<file path="src/rtl/fsm_input_conditioner.sv">
// Input conditioning for the control FSM: synchronises and debounces the raw
// A6/X3/I3 condition lines and flags every accepted level change.

module fsm_ic_lane #(
    parameter int SYNC_STAGES = 2,
    parameter int DEB_CYCLES  = 4,
    parameter int CNT_W       = 3
) (
    input  logic clk,
    input  logic rst_b,
    input  logic raw,
    output logic q,
    output logic rise,
    output logic fall,
    output logic flip,
    output logic idle
);
    logic [SYNC_STAGES-1:0] sync;
    logic [CNT_W-1:0]       cnt;
    logic                   s;

    assign s    = sync[SYNC_STAGES-1];
    // The flip edge both accepts the new level and clears the counter, so it never wraps.
    assign flip = (s != q) && (cnt == CNT_W'(DEB_CYCLES - 1));
    assign idle = (s == q) && (cnt == '0);

    always_ff @(posedge clk or negedge rst_b) begin
        if (!rst_b) begin
            sync <= '0;
            cnt  <= '0;
            q    <= 1'b0;
            rise <= 1'b0;
            fall <= 1'b0;
        end else begin
            sync <= {sync[SYNC_STAGES-2:0], raw};
            if (s == q || flip)
                cnt <= '0;
            else
                cnt <= cnt + CNT_W'(1);
            if (flip)
                q <= s;
            rise <= flip & s;
            fall <= flip & ~s;
        end
    end
endmodule

module fsm_input_conditioner #(
    parameter int SYNC_STAGES = 2,
    parameter int DEB_CYCLES  = 4,
    parameter int CNT_W       = 3
) (
    input  logic       clk,
    input  logic       rst_b,
    input  logic       a6_raw,
    input  logic       x3_raw,
    input  logic       i3_raw,
    output logic       A6,
    output logic       X3,
    output logic       I3,
    output logic [2:0] rise,
    output logic [2:0] fall,
    output logic       chg,
    output logic       stable
);
    logic [2:0] raw;
    logic [2:0] q;
    logic [2:0] flip;
    logic [2:0] idle;

    assign raw = {a6_raw, x3_raw, i3_raw};

    fsm_ic_lane #(
        .SYNC_STAGES(SYNC_STAGES),
        .DEB_CYCLES (DEB_CYCLES),
        .CNT_W      (CNT_W)
    ) u_lane [2:0] (
        .clk  (clk),
        .rst_b(rst_b),
        .raw  (raw),
        .q    (q),
        .rise (rise),
        .fall (fall),
        .flip (flip),
        .idle (idle)
    );

    // Registered off the same flip terms as rise/fall so all three pulse together.
    always_ff @(posedge clk or negedge rst_b) begin
        if (!rst_b)
            chg <= 1'b0;
        else
            chg <= |flip;
    end

    assign {A6, X3, I3} = q;
    assign stable       = &idle;
endmodule
</file>
<file path="config.mk">
export PLATFORM = sky130hd
export DESIGN_NAME = fsm_input_conditioner
export DESIGN_NICKNAME = d
export VERILOG_FILES = /design/src/rtl/fsm_input_conditioner.sv
export SDC_FILE = /design/constraint.sdc
export NUM_CORES = 1
export LEC_CHECK = 0
export CAP_MARGIN = 40
export CORE_MARGIN = 5
export CORE_UTILIZATION = 50
export DETAILED_ROUTE_END_ITERATION = 10
export GPL_TIMING_DRIVEN = 0
export PLACE_DENSITY_LB_ADDON = 0.15
export SYNTH_ARGS = -nofsm -noshare
export SYNTH_HDL_FRONTEND = slang
export SYNTH_HIERARCHICAL = 1
export SYNTH_SLANG_ARGS = --single-unit
</file>
<file path="constraint.sdc">
create_clock -name clk -period 2.31 [get_ports clk]
set_input_delay 0.231 -clock clk [delete_from_list [all_inputs] [get_ports clk]]
set_output_delay 0.231 -clock clk [all_outputs]
set_load 0.01 [all_outputs]
</file>
==> impl_metrics.json <==
{
  "slew_violations": 0,
  "netlist_area_mm2": 0.001047,
  "avgSynthCellArea_um2": 12.93,
  "cts_setup_buffers": 0,
  "antenna_found_initial": 0,
  "grt_usage": 0.09946,
  "grt_pass1_vias": 572,
  "outcome": "complete, no violations",
  "cts_tree": "built",
  "design_power_total_mw": 1.196,
  "critPathMostFrequentCell": "and3_1",
  "drv_cap": 0,
  "swShare": 0.3119,
  "fin_crit_sh": 0.9175,
  "overflow": 0,
  "grt_pass1_wl_um": 2442,
  "layout.nets": 119,
  "routed_wl_um": 1392,
  "drc_errors": 0,
  "portBuffers": 15,
  "fill_cells": 154,
  "ioPinCount": 16,
  "dieWidth_um": 55.77,
  "cts.path.max_buffers": 2,
  "synth_compound_area_frac": 0.01434,
  "hold_buffers": 0,
  "cts-htree-levels": 1,
  "finalCoreUtilization": 0.6420,
  "cp_cell_sequence": "xnor2_2, and3_1, and3_1, clkdlybuf4s50_1",
  "grt_use_met3": 0.02784,
  "clock_skew_ns": 0.007022,
  "postLayoutCellArea_mm2": 0.001272,
  "dr.pass1.iters": 4,
  "clock_latency_ns": 0.30,
  "final_cell_mix": "dfrtp_1, clkdlybuf4s50_1, inv_1, ha_1, nor3_1",
  "std_cell_rows": 16,
  "netlist_instances": 81,
  "p_comb_frac": 0.344,
  "r2r_start": "u_lane[1]/cnt[0]",
  "grt_start_max_net_pins": 17,
  "hpwl_um": 1122,
  "grt_setup_unrepaired": "false",
  "power.internal_mw": 0.8228,
  "critPathMaxStageDelay_ns": 0.52,
  "cp.arrival_ns": 1.89,
  "layout-drive-gt1-share": 0.09901,
  "met1_usage": 0.1213,
  "ant_nets": 0,
  "clock-sinks": 25,
  "cts-root-buf": "clkbuf_4",
  "cts_made_buffers": 3,
  "fmax_mhz": 471.9,
  "dr_total_vias": 588,
  "die_h_um": 55.77,
  "yosys_warnings": 6,
  "yosysUniqueCellTypes": 13,
  "setup_viol": 0,
  "synth_top_family_by_area": "simple AND/OR/NAND/NOR gates",
  "power_frac_clock": 0.152,
  "seq_area_frac_synth": 0.5974,
  "syn_nets": 98,
  "drtIter0Drc": 6,
  "post_cts_resized": 0,
  "muxShareOfSynthArea": 0,
  "num_antenna_cells": 0,
  "viasPerCell": 4.594,
  "globalplace.congestion": 0.6467,
  "layout.cells.most_common": "dfrtp_1",
  "critPathSlowestCell": "clkdlybuf4s50_1",
  "initial_utilization": 0.5284,
  "synth_simple_gate_area_share": 0.1553,
  "path_clk_slew_ns": 0.13,
  "p_seq_frac": 0.504,
  "p_per_area_mw_per_mm2": 939.7,
  "wl_per_cell_um": 10.88,
  "top_usage_layer": "met2",
  "setup_tns_ns": 0,
  "synth_xor_area_frac": 0.04659,
  "finalHoldViolCount": 0,
  "tightest_slew_ns": 0.4729,
  "power_leakage_nw": 0.6096,
  "layout_min_cycle_time_ns": 2.119,
  "synthAdderAreaFrac": 0.1434,
  "fp.dieArea_mm2": 0.003110,
  "crit_required_ns": 2.08,
  "ys_ff_latch": 25,
  "relSlewSlack": 0.6837,
  "crit_type": "reg2out",
  "start_kind": "flip-flop",
  "irDropWorstVdd_mv": 0.6613,
  "switchingPower_mw": 0.3730,
  "crit_path_end_kind": "primary output",
  "areaGrowthSynthToFinish_pct": 21.51,
  "cp-startpoint": "u_lane[1]/sync[1]",
  "dpl-instance-area_mm2": 0.001246,
  "core-area_mm2": 0.001982,
  "critPathMaxFanout": 5,
  "use_met2": 0.1639,
  "min_path_type": "in2async"
}
## flip-flops by register name (all words and copies together) (netlist names)
signal and cells:
u_lane/fall 3, u_lane/cnt 9, chg 1, u_lane/rise 3, u_lane/sync 6, u_lane/q 3
## logic make-up (layout without fill, tap and decap cells)
| family | Yosys count | count (layout) |
|---|---|---|
| AO/OA/AOI/OAI | 3 | 3 |
| XOR/XNOR | 3 | 3 |
| adder cells (fa/ha/maj) | 12 | 12 |
| buffers and inverters | 12 | 32 |
| flip-flops | 25 | 25 |
| AND/OR/NAND/NOR | 26 | 26 |
## per-layer routing
| layer | routed length [µm] | vias to the layer above | share of wire |
|---|---|---|---|
| li1 | - | 300 | - |
| met1 | 640 | 280 | 0.46 |
| met2 | 700 | 6 | 0.50 |
| met3 | 43 | 2 | 0.031 |
| met4 | 7 | 0 | 0.0050 |
| met5 | 0 | - | 0 |
## path summary, 6_finish.rpt
path / end / slack, ns / depth (start not counted)
hold reg to reg: u_lane[2]/sync[1] / 0.37 / 0
max in group asynchronous: u_lane[2]/q / 1.60 / 2
setup / recovery: stable / 0.19 / 4
min in group clk: u_lane[0]/sync[0] / 0.36 / 1
setup reg to reg: chg / 0.84 / 4
hold / removal: u_lane[1]/cnt[0] / 0.23 / 1
## critical path, delay by kind of cell, from the launching register on
kind / cells / cell delay [ns]
buf+inv: 1 / 0.52
flops: 1 / 0.44
simple gates: 2 / 0.35
xor+xnor: 1 / 0.28
## layout make-up
class	instances	area [µm²]	area share
flip-flops and latches	25	625.6	0.4916
multi-input cells	44	376.6	0.2960
repair buffers	16	165.2	0.1298
inverters	12	45.04	0.03540
well taps	27	33.78	0.02655
clock buffers	4	26.28	0.02065
## cell usage after synthesis, drive strengths merged
cell   instances  share of area
ha            12           0.14
nor2           3          0.011
dfrtp         25           0.60
nor3b          6          0.057
o21ai          3          0.014
nor2b          3          0.018
nand2          3          0.011
inv           12          0.043
and3           4          0.024
xnor2          3          0.047
or3            1         0.0060
nor3           6          0.029
## through the flow
stage | hold WS [ns] | std cells | worst slack [ns]
after CTS | 0.2378 | 128 | 0.1628
after floorplan | -0.06459 | 81 | 0.9257
after global placement | 0.3349 | 123 | 0.5201
after global routing | 0.2491 | 128 | 0.04765
final | 0.2350 | 128 | 0.1907
after detailed placement | 0.3457 | 124 | 0.5107
## power by group through the flow
stage | logic [mW] | clock network [mW] | registers, mW
after floorplan | 0.252 | 0 | 0.621
after global placement | 0.400 | 0 | 0.609
after detailed placement | 0.421 | 0 | 0.615
after CTS | 0.423 | 0.190 | 0.605
after global routing | 0.469 | 0.207 | 0.619
final | 0.412 | 0.182 | 0.603
No activity file was read; power rests on OpenSTA's default activity.
